<file path="src/rtl/interrupt_dispatcher.sv">
// rtl/interrupt_dispatcher.sv - edge-latching interrupt dispatcher offering the lowest pending line to a round-robin thread
// Optional offer timeout is compiled in when INT_DISPATCH_TIMEOUT_EN is defined.
`ifndef THREADS_PER_CORE
`define THREADS_PER_CORE 4
`endif

module interrupt_dispatcher #(
  parameter int NUM_INTERRUPTS = 16,
  parameter int NUM_THREADS    = `THREADS_PER_CORE,
  parameter int TIMEOUT_CYCLES = 64
) (
  input  logic                           clk,
  input  logic                           reset,
  input  logic [NUM_INTERRUPTS-1:0]      interrupt_req,
  input  logic [NUM_INTERRUPTS-1:0]      interrupt_mask,
  input  logic [NUM_THREADS-1:0]         thread_eligible,
  input  logic                           ack_valid,
  input  logic [$clog2(NUM_THREADS)-1:0] ack_thread_idx,
  input  logic [4:0]                     ack_vector,
  output logic [NUM_THREADS-1:0]         dsp_pending,
  output logic [4:0]                     dsp_vector,
  output logic [NUM_INTERRUPTS-1:0]      dsp_latched
);

  localparam int TIDX_W = $clog2(NUM_THREADS);

  if (NUM_INTERRUPTS < 1 || NUM_INTERRUPTS > 32) begin : g_bad_num_interrupts
    $error("NUM_INTERRUPTS must be 1..32");
  end
  if (NUM_THREADS < 2 || (NUM_THREADS & (NUM_THREADS - 1)) != 0) begin : g_bad_num_threads
    $error("NUM_THREADS must be a power of 2, at least 2");
  end
  if (TIMEOUT_CYCLES < 2) begin : g_bad_timeout
    $error("TIMEOUT_CYCLES must be at least 2");
  end

  typedef enum logic {S_IDLE, S_OFFERED} state_t;

  state_t                    r_state;
  state_t                    w_state_nxt;
  logic [NUM_INTERRUPTS-1:0] r_req_prev;
  logic [NUM_INTERRUPTS-1:0] r_latched;
  logic [TIDX_W-1:0]         r_rr_ptr;
  logic [TIDX_W-1:0]         r_tgt;
  logic [NUM_THREADS-1:0]    r_pending;
  logic [4:0]                r_vector;

  logic [NUM_INTERRUPTS-1:0] w_edge;
  logic [NUM_INTERRUPTS-1:0] w_cand;
  logic [NUM_INTERRUPTS-1:0] w_clear;
  logic [4:0]                w_low_vec;
  logic [TIDX_W-1:0]         w_tgt;
  logic                      w_dispatch;
  logic                      w_ack_match;
  logic                      w_timeout;
  logic                      w_release;
  logic [NUM_THREADS-1:0]    w_pending_nxt;
  logic [4:0]                w_vector_nxt;

  assign w_edge = interrupt_req & ~r_req_prev;
  assign w_cand = r_latched & interrupt_mask;

  // Descending scan so the lowest set bit is the last one written.
  always_comb begin
    w_low_vec = 5'd0;
    for (int i = NUM_INTERRUPTS - 1; i >= 0; i--) begin
      if (w_cand[i]) begin
        w_low_vec = 5'(i);
      end
    end
  end

  always_comb begin
    logic                found;
    logic [TIDX_W-1:0]   idx;
    w_tgt = '0;
    found = 1'b0;
    for (int k = 0; k < NUM_THREADS; k++) begin
      idx = r_rr_ptr + TIDX_W'(k);
      if (!found && thread_eligible[idx]) begin
        w_tgt = idx;
        found = 1'b1;
      end
    end
  end

  assign w_dispatch  = (r_state == S_IDLE) && (|w_cand) && (|thread_eligible);
  assign w_ack_match = (r_state == S_OFFERED) && ack_valid &&
                       (ack_thread_idx == r_tgt) && (ack_vector == r_vector);

`ifdef INT_DISPATCH_TIMEOUT_EN
  localparam int CNT_W = $clog2(TIMEOUT_CYCLES) + 1;
  logic [CNT_W-1:0] r_cnt;

  always_ff @(posedge clk) begin
    if (reset) begin
      r_cnt <= '0;
    end else if (w_dispatch) begin
      r_cnt <= '0;
    end else if (r_state == S_OFFERED) begin
      r_cnt <= r_cnt + CNT_W'(1);
    end
  end

  // An acknowledge arriving in the timeout cycle takes precedence.
  assign w_timeout = (r_state == S_OFFERED) && !w_ack_match &&
                     (r_cnt == CNT_W'(TIMEOUT_CYCLES - 1));
`else
  assign w_timeout = 1'b0;
`endif

  assign w_release = w_ack_match || w_timeout;
  assign w_clear   = w_ack_match ? (NUM_INTERRUPTS'(1) << r_vector) : '0;

  always_ff @(posedge clk) begin
    if (reset) begin
      r_state <= S_IDLE;
    end else begin
      r_state <= w_state_nxt;
    end
  end

  always_comb begin
    w_state_nxt = r_state;
    case (r_state)
      S_IDLE:    if (w_dispatch) w_state_nxt = S_OFFERED;
      S_OFFERED: if (w_release)  w_state_nxt = S_IDLE;
      default:   w_state_nxt = S_IDLE;
    endcase
  end

  // Offer outputs are registered; while OFFERED they hold regardless of mask/eligibility.
  always_comb begin
    w_pending_nxt = r_pending;
    w_vector_nxt  = r_vector;
    case (r_state)
      S_IDLE: begin
        if (w_dispatch) begin
          w_pending_nxt = NUM_THREADS'(1) << w_tgt;
          w_vector_nxt  = w_low_vec;
        end else begin
          w_pending_nxt = '0;
        end
      end
      S_OFFERED: begin
        if (w_release) begin
          w_pending_nxt = '0;
        end
      end
      default: w_pending_nxt = '0;
    endcase
  end

  always_ff @(posedge clk) begin
    if (reset) begin
      r_req_prev <= '0;
      r_latched  <= '0;
      r_rr_ptr   <= '0;
      r_tgt      <= '0;
      r_pending  <= '0;
      r_vector   <= '0;
    end else begin
      r_req_prev <= interrupt_req;
      r_latched  <= (r_latched & ~w_clear) | w_edge;
      r_pending  <= w_pending_nxt;
      r_vector   <= w_vector_nxt;
      if (w_dispatch) begin
        r_tgt <= w_tgt;
      end
      if (w_release) begin
        r_rr_ptr <= r_tgt + TIDX_W'(1);
      end
    end
  end

  assign dsp_pending = r_pending;
  assign dsp_vector  = r_vector;
  assign dsp_latched = r_latched;

endmodule
</file>
<file path="config.mk">
export PLATFORM = sky130hd
export DESIGN_NAME = interrupt_dispatcher
export DESIGN_NICKNAME = d
export VERILOG_FILES = /design/src/rtl/interrupt_dispatcher.sv
export SDC_FILE = /design/constraint.sdc
export NUM_CORES = 1
export LEC_CHECK = 0
export CAP_MARGIN = 0
export CORE_MARGIN = 4
export CORE_UTILIZATION = 40
export DETAILED_ROUTE_END_ITERATION = 6
export PLACE_DENSITY = 0.75
export SYNTH_ARGS = -nofsm -noshare
export SYNTH_HDL_FRONTEND = slang
export SYNTH_SLANG_ARGS = --single-unit
</file>
<file path="constraint.sdc">
create_clock -name clk -period 1.7 [get_ports clk]
set_input_delay 0.34 -clock clk [delete_from_list [all_inputs] [get_ports clk]]
set_output_delay 0.34 -clock clk [all_outputs]
set_load 0.02 [all_outputs]
</file>
==> results of run 1 <==
[synthesized netlist by cell type (2+ instances only)]
cell and n:
nand4_1 2, nand4b_1 2, or4_1 2, clkbuf_1 6
xor2_1 7, nand2_1 13, nand3_1 3, nor2b_1 16
nand2b_1 21, or2_2 2, a31oi_1 2, a22oi_1 6
o41ai_1 4, o32ai_1 2, dfxtp_1 45, nand3b_1 2
a21oi_1 30, a22o_1 7, nor2_1 4, inv_1 3
mux2i_1 2, o21ai_0 13
[how the worst max path moves through the flow]
stage | from | endpoint | slack (ps) | depth (start not counted)
after floorplan | dsp_latched[0] | r_tgt[1] | -40 | 6
after global placement | interrupt_mask[4] | r_tgt[1] | -510 | 7
after detailed placement | interrupt_mask[0] | r_tgt[1] | -540 | 7
after CTS | dsp_latched[4] | r_tgt[1] | -110 | 6
after global routing | dsp_latched[0] | r_tgt[1] | -120 | 6
final | interrupt_mask[2] | r_tgt[1] | -70 | 7
[power by group]
part	total, mW	internal, mW	switching (mW)
Clock	0.781	0.419	0.362
Combinational	0.757	0.404	0.353
Sequential	1.18	1.13	0.0525
[repair_timing]
action / 4_1_cts / 5_1_grt
resized for setup: 45 / 37
buffers inserted: 4 / 2
endpoints found under the setup margin: 32 / 35
pin swaps: 21 / 25
[worst max-delay path, stage by stage]
cell and delay [ps]:
dlygate4sd2_1 260, a22o_1 260, or4_4 570, o21ai_4 170, buf_6 140, mux2i_1 180, nor2_1 50
[layout make-up]
| class | count | area, sq um | share of cell area (%) |
|---|---|---|---|
| timing repair buffer | 117 | 1080 | 32.3 |
| tap | 67 | 83.8 | 2.51 |
| multi-input combinational | 162 | 1130 | 33.8 |
| clock inverter | 1 | 7.51 | 0.225 |
| sequential | 45 | 921 | 27.6 |
| clock buffer | 7 | 108 | 3.22 |
| inverter | 3 | 11.3 | 0.337 |
[per-layer routing]
layer / part of all wire (%) / global-route usage [%] / vias to the layer above
met2: 52 / 36.3 / 75
li1: - / - / 1022
met1: 40 / 23.6 / 1024
met5: 0 / 0 / -
met4: 1.3 / 7.34 / 0
met3: 6.9 / 4.76 / 8
[flip-flops by register name, summed over array words and instances, names as in the netlist]
name         cells
dsp_vector       4
r_req_prev      16
r_state          1
r_rr_ptr         2
dsp_pending      4
r_tgt            2
dsp_latched     16
[cell families (layout without fill, tap and decap cells)]
logic type / count (synthesis) / after routing
other cells: 1 / 1
mux: 2 / 2
flops: 45 / 45
xor+xnor: 7 / 7
compound gates: 75 / 75
buf+inv: 12 / 128
simple gates: 77 / 77
[per-stage QoR]
step	hold WS (ps)	util (%)
floorplan	450	-
global placement	462	64.2
detailed placement	463	64.2
CTS	474	67.6
global route	497	69.8
finish	474	69.8
==> reports/qor.yml, run 1 <==
outcome:
  status: "finished with violations"
  violations: "setup timing"
route:
  via_per_inst: 5.30
  wl_um: 6220
  num_vias: 2129
  wire_per_inst_um: 15.5
  drt_iter0_markers: 134
  drc: 0
  ant_nets: 0
  firstDrtPassIters: 4
yosys:
  yosys_register_bits: 45
  synth_edf_count: 0
  synth_top_family_by_area: "compound AO/OA/AOI/OAI gates"
  synth_top_area_cell: "dfxtp_1"
  yosys.area_share.simple_pct: 23.5
  synth_fa_ha_area_share_pct: 0
  synth_xor_area_share_pct: 3.06
  syn-num-nets: 265
  postSynthCellCount: 219
  async_flop_share_pct: 0
  synthTopCellsByArea: "dfxtp_1, a21oi_1, nand2b_1"
  ys_types: 47
  synthMuxAreaShare_pct: 1.00
  synth-compound-area-share_pct: 24.3
  synth_ff_type: "dfxtp_1"
  synth_seq_area_share_pct: 45.0
  ys_warn_count: 0
  netlist_area_sq_um: 2000
  syn_avg_cell_area_sq_um: 9.14
  synthDominantCellAreaShare_pct: 45.0
sta:
  setup_viol: 12
  finalCritPeriodShare_pct: 104
  finalHoldViolations: 0
  setup_slack_ps: -70.6
  skew_ps: 2.83
  fmax_mhz: 565
  finalSetupTns_ps: -285
  rsz0062_at_grt: "true"
  slew_violations: 0
  fin_crit_ps: 1770
placement:
  pre_cts_slack_ps: -535
  placed_area_sq_um: 3070
  io_buffers: 69
  dp.cells: 388
  gp_congestion: 0.818
  dpl.hpwl_um: 4570
worst_hold_path:
  hold_class: "flop to flop"
  min_to: "dsp_pending[2]"
  hold-path-cell-count: 2
  min_from: "dsp_pending[2]"
cells_and_area:
  fill_cells: 372
  final_nets: 380
  layout_commonest_cell: "buf_4"
  instances_no_fill: 402
  area_growth_pct: 67.0
  fin_area_sq_um: 3340
  layout_common_cells: "buf_4, dfxtp_1, dlygate4sd2_1"
  antenna_cells: 0
  layout-drive-gt1-share_pct: 28.1
cts:
  cts_max_level: 2
  cts_buffers: 5
  clk_latency_ps: 300
  cts.clk_slew.worst_paths_ps: 80
  cts.sinks: 45
  clk_path_buf_depth: 2
  ctsHoldBuffers: 0
  cts_tree: "yes"
  root_buffer: "clkbuf_8"
critical_path:
  crit_type: "input pin to flop"
  crit_path_start_kind: "input pin"
  required_ps: 1890
  timing.critical_path.to_type: "flop"
  r2r_start: "dsp_latched[2]"
  critical_path_peak_fanout: 6
  rrSetupSlack_ps: -70
  r2r_end: "r_tgt[1]"
  r2r_cells: 6
  crit_arrival_ps: 1960
floorplan:
  die_area_sq_um: 6200
  start_util_pct: 41.8
  die_h_um: 78.7
  rows: 25
  io_pins: 71
  fp.dieW_um: 78.7
  core_region_area_sq_um: 4790
global_route:
  grt_start_max_net_pins: 48
  grt_overflow: 0
  grtUsageTotal_pct: 20.3
  first_global_vias: 2256
  grt_pass1_wl_um: 10000
  antenna_found_initial: 0
power:
  ir_drop_mv: 0.653
  power.total_mw: 2.72
  leakagePower_nw: 1.53
  powerDensity_nw_per_um2: 815
run:
  maxCapViolCount: 0
No activity file was read; power rests on OpenSTA's default activity.
==> run 2, diff against run 1 <==
CORE_ASPECT_RATIO = 1.75   (was not set)
SETUP_SLACK_MARGIN = 0.1   (was not set)
==> reports/qor.yml, run 2 (same netlist as run 1, synthesis figures left out) <==
floorplan:
  io_pins: 71
  die_h_um: 102
  core_region_area_sq_um: 4750
  die_area_sq_um: 6240
  start_util_pct: 42.1
  rows: 33
  fp.dieW_um: 61.5
cts:
  cts_tree: "yes"
  cts.sinks: 45
  clk_path_buf_depth: 2
  root_buffer: "clkbuf_8"
  cts.clk_slew.worst_paths_ps: 80
  ctsHoldBuffers: 0
  clk_latency_ps: 300
  cts_max_level: 2
  cts_buffers: 5
worst_hold_path:
  hold_class: "flop to flop"
sta:
  fin_crit_ps: 1790
  rsz0062_at_grt: "true"
  finalCritPeriodShare_pct: 105
  fmax_mhz: 560
  setup_slack_ps: -85.5
  finalSetupTns_ps: -437
  finalHoldViolations: 0
  slew_violations: 0
  skew_ps: 4.53
  setup_viol: 9
route:
  wl_um: 6480
  wire_per_inst_um: 16.6
  ant_nets: 0
  num_vias: 2126
  drt_iter0_markers: 53
  drc: 0
  firstDrtPassIters: 4
  via_per_inst: 5.44
power:
  powerDensity_nw_per_um2: 782
  leakagePower_nw: 1.50
  power.total_mw: 2.60
  ir_drop_mv: 0.740
global_route:
  grt_pass1_wl_um: 9650
  use_met1_pct: 20.3
  grt_busiest_layer: "met2"
  use_met2_pct: 39.2
  antenna_found_initial: 0
  grtUsageTotal_pct: 21.2
  met3_usage_pct: 3.70
  grt_start_max_net_pins: 48
  first_global_vias: 2166
  grt_overflow: 0
cells_and_area:
  final_nets: 384
  instances_no_fill: 391
  area_growth_pct: 66.2
  layout_common_cells: "buf_4, dlygate4sd2_1, dfxtp_1"
  utilization_pct: 70.0
  layout_commonest_cell: "buf_4"
  antenna_cells: 0
  multi_input_area_sq_um: 1160
  regArea_sq_um: 923
  layout-drive-gt1-share_pct: 28.6
  fill_cells: 394
critical_path:
  required_ps: 1890
  crit_arrival_ps: 1980
  critical_path_peak_fanout: 6
  crit_path_start_kind: "flop"
  timing.critical_path.to_type: "flop"
  crit_type: "flop to flop"
placement:
  gp_congestion: 0.875
  dp.cells: 373
  dpl.hpwl_um: 4830
  pre_cts_slack_ps: -550
  io_buffers: 69
run:
  maxCapViolCount: 0
outcome:
  violations: "setup timing"
  status: "finished with violations"
## run 2: cell count changes in the layout (fill, tap and decap cells not counted), moves of 3 or more
cell / before / now
dlymetal6s2s_1: 16 / 9
buf_4: 44 / 49
dfxtp_2: 13 / 9
clkdlybuf4s50_1: 25 / 20
dlygate4sd2_1: 28 / 39
o41ai_1: 3 / 0
## run 2: through the flow
stage | instance area (sq um) | hold WS [ps]
6_report | 3320 | 464
5_1_grt | 3320 | 505
4_1_cts | 3210 | 474
3_5_place_dp | 3070 | 463
3_3_place_gp | 3070 | 457
2_1_floorplan | 2040 | 450
## run 2: worst paths after layout
kind	depth (start not counted)	end	startpoint	slack, ps
worst max-delay path	6	r_tgt[1]	dsp_latched[2]	-90
worst min-delay path	2	dsp_pending[0]	dsp_pending[0]	460
worst max register to register	6	r_tgt[1]	dsp_latched[2]	-90
worst min register to register	2	dsp_pending[0]	dsp_pending[0]	460
## run 2: where the power goes
group | switching, mW | leakage, nW | internal [mW]
clock | 0.371 | 0.0374 | 0.290
sequential | 0.0478 | 0.378 | 1.13
combinational | 0.367 | 1.08 | 0.394
## run 2: worst max-delay path, stage by stage (launching register included)
cell	delay, ps
dfxtp_4	350
a22o_1	240
or4_4	570
o21ai_4	160
buf_6	140
mux2i_1	180
nor2_1	50
## run 2: cell type report
type / count / share of cell area, %
Multi-Input combinational cell: 162 / 35.0
Timing Repair Buffer: 121 / 32.3
Sequential cell: 45 / 27.8
Clock buffer: 6 / 2.18
Tap cell: 52 / 1.96
Clock inverter: 2 / 0.452
Inverter: 3 / 0.339
## run 2: per-layer routing
layer  vias up  routed length, um
li1       1034                  -
met1       975               2270
met2        81               3540
met3        36                318
met4         0                356
met5         -                  0
## run 2: what timing repair did
action	in CTS	in global routing
pin swaps	17	23
buffers inserted	8	2
hold endpoints to repair	0	0
gates resized for setup	58	29
setup endpoints to repair	50	31
